$ cat src/rtl/branch_predictor_btb.sv
// Direct-mapped BTB with 2-bit saturating direction counters.
// Combinational lookup for IF, mispredict/redirect for EXE, and saturating statistics.
module branch_predictor_btb #(
  parameter int unsigned PC_W     = 32,
  parameter int unsigned ENTRIES  = 16,
  parameter int unsigned CNT_INIT = 1,
  parameter int unsigned STAT_W   = 32
) (
  input  logic              clk,
  input  logic              rst,
  input  logic              lookup_en,
  input  logic [PC_W-1:0]   lookup_pc,
  output logic              pred_taken,
  output logic [PC_W-1:0]   pred_target,
  input  logic              update_en,
  input  logic [PC_W-1:0]   update_pc,
  input  logic              update_taken,
  input  logic [PC_W-1:0]   update_target,
  input  logic              update_pred_taken,
  input  logic [PC_W-1:0]   update_pred_target,
  output logic              mispredict,
  output logic [PC_W-1:0]   redirect_pc,
  input  logic              clr_tbl,
  output logic [STAT_W-1:0] br_count,
  output logic [STAT_W-1:0] miss_count
);

  localparam int unsigned IDX_W   = $clog2(ENTRIES);
  localparam int unsigned TAG_W   = PC_W - IDX_W - 2;
  localparam logic [1:0]  CNT_RST = 2'(CNT_INIT);

  logic [ENTRIES-1:0] valid_q, valid_d;
  logic [1:0]         cnt_q [ENTRIES];
  logic [1:0]         cnt_d [ENTRIES];
  logic [TAG_W-1:0]   tag_q [ENTRIES];
  logic [TAG_W-1:0]   tag_d [ENTRIES];
  logic [PC_W-1:0]    tgt_q [ENTRIES];
  logic [PC_W-1:0]    tgt_d [ENTRIES];
  logic [STAT_W-1:0]  br_count_q, br_count_d;
  logic [STAT_W-1:0]  miss_count_q, miss_count_d;

  logic [IDX_W-1:0] lk_idx, up_idx;
  logic [TAG_W-1:0] lk_tag, up_tag;
  logic             lk_hit, up_hit;

  assign lk_idx = lookup_pc[IDX_W+1:2];
  assign lk_tag = lookup_pc[PC_W-1:IDX_W+2];
  assign up_idx = update_pc[IDX_W+1:2];
  assign up_tag = update_pc[PC_W-1:IDX_W+2];
  assign lk_hit = valid_q[lk_idx] && (tag_q[lk_idx] == lk_tag);
  assign up_hit = valid_q[up_idx] && (tag_q[up_idx] == up_tag);

  // Lookup reads pre-update state only; no bypass from a same-cycle update.
  assign pred_taken  = !rst && lookup_en && lk_hit && cnt_q[lk_idx][1];
  assign pred_target = pred_taken ? tgt_q[lk_idx] : lookup_pc + PC_W'(4);

  assign mispredict  = !rst && update_en &&
                       ((update_taken != update_pred_taken) ||
                        (update_taken && (update_pred_target != update_target)));
  assign redirect_pc = update_taken ? update_target : update_pc + PC_W'(4);

  assign br_count   = br_count_q;
  assign miss_count = miss_count_q;

  always_comb begin
    valid_d = valid_q;
    cnt_d   = cnt_q;
    tag_d   = tag_q;
    tgt_d   = tgt_q;
    if (clr_tbl) begin
      valid_d = '0;
      for (int unsigned i = 0; i < ENTRIES; i++) cnt_d[i] = CNT_RST;
    end else if (update_en) begin
      if (up_hit) begin
        if (update_taken) begin
          if (cnt_q[up_idx] != 2'd3) cnt_d[up_idx] = cnt_q[up_idx] + 2'd1;
          tgt_d[up_idx] = update_target;
        end else if (cnt_q[up_idx] != 2'd0) begin
          cnt_d[up_idx] = cnt_q[up_idx] - 2'd1;
        end
      end else if (update_taken) begin
        valid_d[up_idx] = 1'b1;
        tag_d[up_idx]   = up_tag;
        tgt_d[up_idx]   = update_target;
        cnt_d[up_idx]   = 2'd2;
      end
    end
  end

  always_comb begin
    br_count_d   = br_count_q;
    miss_count_d = miss_count_q;
    if (update_en && (br_count_q != '1))   br_count_d   = br_count_q + STAT_W'(1);
    if (mispredict && (miss_count_q != '1)) miss_count_d = miss_count_q + STAT_W'(1);
  end

  always_ff @(posedge clk or posedge rst) begin
    if (rst) begin
      valid_q      <= '0;
      for (int unsigned i = 0; i < ENTRIES; i++) cnt_q[i] <= CNT_RST;
      br_count_q   <= '0;
      miss_count_q <= '0;
    end else begin
      valid_q      <= valid_d;
      cnt_q        <= cnt_d;
      br_count_q   <= br_count_d;
      miss_count_q <= miss_count_d;
    end
  end

  // Tags and targets are qualified by valid, so they need no reset.
  always_ff @(posedge clk) begin
    tag_q <= tag_d;
    tgt_q <= tgt_d;
  end

endmodule

$ cat config.mk
export PLATFORM = sky130hd
export DESIGN_NAME = branch_predictor_btb
export DESIGN_NICKNAME = d
export VERILOG_FILES = /design/src/rtl/branch_predictor_btb.sv
export SDC_FILE = /design/constraint.sdc
export NUM_CORES = 2
export LEC_CHECK = 0
export ABC_AREA = 1
export BUFFER_PORTS_ARGS = -buffer_cell sky130_fd_sc_hd__buf_2
export CAP_MARGIN = 40
export CORE_MARGIN = 2
export CORE_UTILIZATION = 40
export CTS_CLUSTER_DIAMETER = 100
export DETAILED_ROUTE_END_ITERATION = 10
export PLACE_DENSITY = 0.61
export SYNTH_ARGS = -nofsm -noshare
export SYNTH_HDL_FRONTEND = slang
export SYNTH_SLANG_ARGS = --single-unit
$ cat constraint.sdc
create_clock -name clk -period 6.2 [get_ports clk]
set_clock_uncertainty 0.2 [all_clocks]
set_input_delay 1.24 -clock clk [delete_from_list [all_inputs] [get_ports clk]]
set_output_delay 1.24 -clock clk [all_outputs]
set_load 0.03 [all_outputs]
# Word-level counts from Yosys, hierarchy flattened

Index checks and enable logic that the tools add are counted.

Muxes and demuxes: 44
Bitwise operators: 8
Equal/unequal tests: 9
$mul: 0
Magnitude comparators: 6
Shifts and indexed selects: 0
Divide/modulo/power cells: 0
Reductions and logical operators: 23
$add $sub $neg: 6

Operator list:

| cell                    | number |
|---|---|
| $bwmux W512             | 1 |
| $bwmux W416             | 1 |
| $mux W32                | 12 |
| $bmux W26 S4            | 2 |
| $mux W26                | 5 |
| $bmux W32 S4            | 1 |
| $demux W32 S4           | 1 |
| $demux W26 S4           | 1 |
| $add A32 B1 Y32 const B | 2 |
| $add A32 B3 Y32 const B | 2 |
| $bwmux W32              | 2 |
| $mux W16                | 4 |
| $ne A32 B32 Y1 const B  | 2 |
| $eq A26 B26 Y1          | 2 |
| $ne A32 B32 Y1          | 1 |
| $or A16 B16 Y16         | 2 |
| $and A16 B16 Y16        | 1 |
| $bmux W2 S4             | 2 |
| $not A16 Y16            | 1 |
| $logic_and A1 B1 Y1     | 12 |
| $ge A5 B5 Y1 const B    | 2 |
| $lt A4 B5 Y1 const B    | 2 |
| $mux W2                 | 5 |
| $not A4 Y5              | 2 |
| other kinds (18)        | 28 |

Logic and storage cells: 147
Bits in writable memories: 0
Bits in latches: 0
Memories kept: 0
Output and inout bits: 130
ROM bits: 0
Flip-flop bits (word level): 1040
Bits of input ports: 135

# Longest topological paths before layout

Depth after elaboration: 11
Mapped depth: 25
Gate-level depth less buffers: 21

# Worst setup path after synthesis

No wires, ideal clock.

Kind: input to output
From: input port rst
To: output port pred_target[12]
Arrival: 5.221 ns
Setup slack: -0.461 ns
Cell stages on the path: 10
Data required time: 4.760 ns
Path buffers: 1
Cell sequence: inv_1 > nand3_1 > nor2_1 > nand2_1 > nor2_1 > nand3_1 > nor2_1 > nand3_1 > clkbuf_1 > o21ai_0

Word-level cells in the longest chain between the ends: 5

RTL lines:

| element                           | RTL line | RTL |
|---|---|---|
| start: declaration                | 10       | `input logic rst,` |
| $logic_not A1 Y1 (no line)        | --       |  |
| $logic_and A1 B1 Y1 (3 in series) | 54       | `assign pred_taken = !rst && lookup_en && lk_hit && cnt_q[lk_idx][1];` |
| $mux W32                          | 55       | `assign pred_target = pred_taken ? tgt_q[lk_idx] : lookup_pc + PC_W'(4);` |
| end: declaration                  | 14       | `output logic [PC_W-1:0] pred_target,` |

Every way passes these cells.

# Final worst setup path

From: input port lookup_pc[3]
To: output port pred_target[10]

Word-level cells in the longest chain between the ends: 9
Elaborated cells between the ends (all ways): 18
Classes of those cells: 1 x add/sub; 1 x eq/ne; 12 x mux; 1 x bitwise; 3 x reduce/logical

RTL lines:

| element                                      | RTL line   | RTL |
|---|---|---|
| start: declaration                           | 12         | `input logic [PC_W-1:0] lookup_pc,` |
| $not A4 Y5 (not written as such)             | 50, 54, 55 |  |
| $bmux W26 S4                                 | 50         | `assign lk_hit = valid_q[lk_idx] && (tag_q[lk_idx] == lk_tag);` |
| $mux W26 (not written as such) (2 in series) | 50         |  |
| $eq A26 B26 Y1                               | 50         |  |
| $logic_and A1 B1 Y1                          | 50         |  |
| $logic_and A1 B1 Y1 (2 in series)            | 54         |  |
| $mux W32 (*)                                 | 55         |  |

Every way passes the cells marked *; elsewhere a longest branch is shown, timed or not. The select of a mux whose other input is x is not followed.

==> impl_metrics.ini <==
[clock_network]
ctsHtreeMaxLevel = 3
cts_buffer_depth = 3
cts_hold_buf = 0
cts_tree = done
path_clk_slew_ns = 0.06
cts_resized = 0
cts.sinks = 1040
root_buffer = clkbuf_16
cts_setup_buffers = 0
clk_latency_ns = 0.77
numCtsBuffers = 110

[worst_setup_path]
path_class = input pin to output pin
reg2regPathDepth = 17
crit_path_start_kind = input pin
rr_endpoint = cnt_q[7]
worstPathMaxFanout = 46
reg2reg_slack_ns = 2.73
worst_ep_required_time_ns = 4.76
crit_path_start = lookup_pc[3]
worstPathCellList = buf_8 > buf_4 > a21oi_1 > o21ai_0 > o21ai_0 > buf_4 > o211ai_1 > nand3_1 > a21oi_1 > nand2_1 > nor2_1 > nand3_1 > buf_4 > nor2_1 > nor2_1 > buf_2
crit_slowest_cell = o211ai_1
crit_arrival_ns = 4.52
timing.rr.start = tag_q[253]
cpPeakStageDelay_ns = 0.52
cp-end-kind = output pin

[layout]
fin_cells = 7729
layout_common_cells = nand2_1, edfxtp_1, nor2_1
final_util_pct = 45.9
area_delta_synth_final_pct = 14.2
drive_above_1_share_pct = 11.5
nFillCells = 12200
finalNetCount = 6021
final_common_cell = nand2_1

[floorplan]
die_x_um = 365
die_area_um2 = 133000
start_util_pct = 40.2
core_um2 = 129000
num_rows = 132
io_pins = 265
dieHeight_um = 365

[place]
gp_congestion = 0.951
port_buffers = 264
placed_cells = 7507
dp_hpwl_um = 119000

[logic_synthesis]
synth_area_per_cell_um2 = 9.15
synth_edf_count = 928
synthCells = 5681
ys_ff_latch = 1040
ys_warn_count = 0
async_flop_share_pct = 10.8
synth.distinct_cells = 48
ys_seq_area_share_pct = 59.0
synth_flop_cell = edfxtp_1
synth_nets = 5825
synth_area_um2 = 52000

[route]
ant_nets = 0
drt_iter0_markers = 5578
num_vias = 43400
firstDrtPassIters = 8
wl_um = 186000
viasPerCell = 5.61
route.detailed.drc = 0
wire_per_inst_um = 24.1

[global_route]
grt_pass1_vias = 39800
grt_max_degree = 191
track_usage_pct = 27.5
grt_overflow = 0
grt_antenna_before_repair = 32
grt_pass1_wl_um = 268000

[power]
power_density_nw_per_um2 = 278
vdd_drop_max_v = 0.000229
leakagePower_nw = 23.6

[sta]
rsz0062_at_grt = false
hold_ws_ns = 0.268
slew_viol_final = 0
slew_headroom_pct = 25.1
hold_viol = 0
post-route-period-util_pct = 96.1
worstMarginPinSlew_ns = 1.12
period_needed_ns = 5.96
setup_viol = 0
finalSetupTns_ns = 0
fmax_mhz = 168

[hold_path]
min_to = cnt_q[26]
hold_start = cnt_q[26]
holdPathStages = 2
hp-class = register to register

[job]
maxCapViolations = 0

[outcome]
status = completed
-- stage by stage --
step	area, um^2	total power, mW	setup WS, ns
6_report	59300	16.5	0.242
5_1_grt	59300	17.0	0.0347
4_1_cts	59300	16.5	0.195
3_5_place_dp	55700	9.90	0.200
3_3_place_gp	55600	9.88	0.296
2_1_floorplan	52000	9.11	0.388
-- cells by family after synthesis --
group | after synthesis | share of synthesized area, %
simple gates | 2561 | 20.0
xor+xnor | 131 | 2.21
compound gates | 1106 | 11.7
fa+ha+maj | 9 | 0.217
flops | 1040 | 59.0
buf+inv | 834 | 6.84
-- worst max path at each step --
stage                                  to  slack, ns  cells past startpoint
final                     pred_target[10]       0.24                     16
after detailed placement  redirect_pc[30]       0.20                     14
after CTS                 redirect_pc[30]       0.19                     14
after global placement    pred_target[12]       0.30                     16
after floorplan           pred_target[15]       0.39                     11
after global routing      redirect_pc[30]       0.03                     14
-- critical path: cells and delay by family --
family | cells | cell delay, ns
buf+inv | 5 | 1.41
compound gates | 5 | 0.98
simple gates | 6 | 0.81
-- sequential cells by signal, indices dropped and copies added (netlist names) --
register	flops
tag_q	416
cnt_q	32
tgt_q	512
miss_count	32
valid_q	16
br_count	32
-- final cells by class --
cell class                 instances  area [um^2]  area share [%]
clock buffer                     122         2810            4.73
timing repair buffer             414         2920            4.92
sequential                      1040        30700            51.7
inverter                         504         1910            3.23
antenna                           15         37.5          0.0632
multi-input combinational       3807        18000            30.3
clock inverter                    85          803            1.35
tap                             1742         2180            3.67
-- synthesized netlist by cell type (all sizes together), types with 2 or more instances --
| library cell | count | area, um^2 |
|---|---|---|
| a21o | 4 | 30.0 |
| or2 | 7 | 43.8 |
| inv | 502 | 1880 |
| a31oi | 2 | 12.5 |
| and2 | 2 | 12.5 |
| a32o | 2 | 20.0 |
| o2111ai | 3 | 26.3 |
| nand3b | 3 | 22.5 |
| dfstp | 16 | 420 |
| clkinv | 2 | 7.51 |
| nand2 | 1388 | 5220 |
| o221ai | 52 | 455 |
| o211a | 4 | 40.0 |
| buf | 171 | 1070 |
| xor2 | 110 | 963 |
| o31ai | 3 | 22.5 |
| o21ai | 649 | 3250 |
| ha | 9 | 113 |
| a21boi | 2 | 15.0 |
| and3 | 2 | 12.5 |
| a221oi | 6 | 52.6 |
| edfxtp | 928 | 27900 |
| o22ai | 81 | 507 |
| nor3 | 57 | 295 |
| nor4 | 12 | 75.1 |
| clkbuf | 159 | 597 |
| nor2 | 694 | 2670 |
| o211ai | 67 | 503 |
| nand3 | 364 | 1830 |
| xnor2 | 21 | 184 |
| nand4 | 31 | 206 |
| dfrtp | 96 | 2400 |
| a21oi | 229 | 1150 |
-- routing by layer --
| layer | up-vias | GRT usage, % | part of all wire, % |
|---|---|---|---|
| met4 | 24 | 10.2 | 3.6 |
| li1 | 19700 | - | - |
| met1 | 20800 | 38.3 | 41 |
| met3 | 410 | 8.01 | 13 |
| met2 | 2450 | 40.6 | 43 |
| met5 | - | 0 | 0.082 |
-- power breakdown --
part | total [mW] | internal (mW) | switching [mW] | leakage, nW
clock | 6.68 | 3.74 | 2.95 | 1.76
combinational | 1.96 | 0.518 | 1.45 | 12.0
sequential | 7.84 | 7.76 | 0.0777 | 9.82
total | 16.5 | 12.0 | 4.47 | 23.6
No activity file was read; power rests on OpenSTA's default activity.
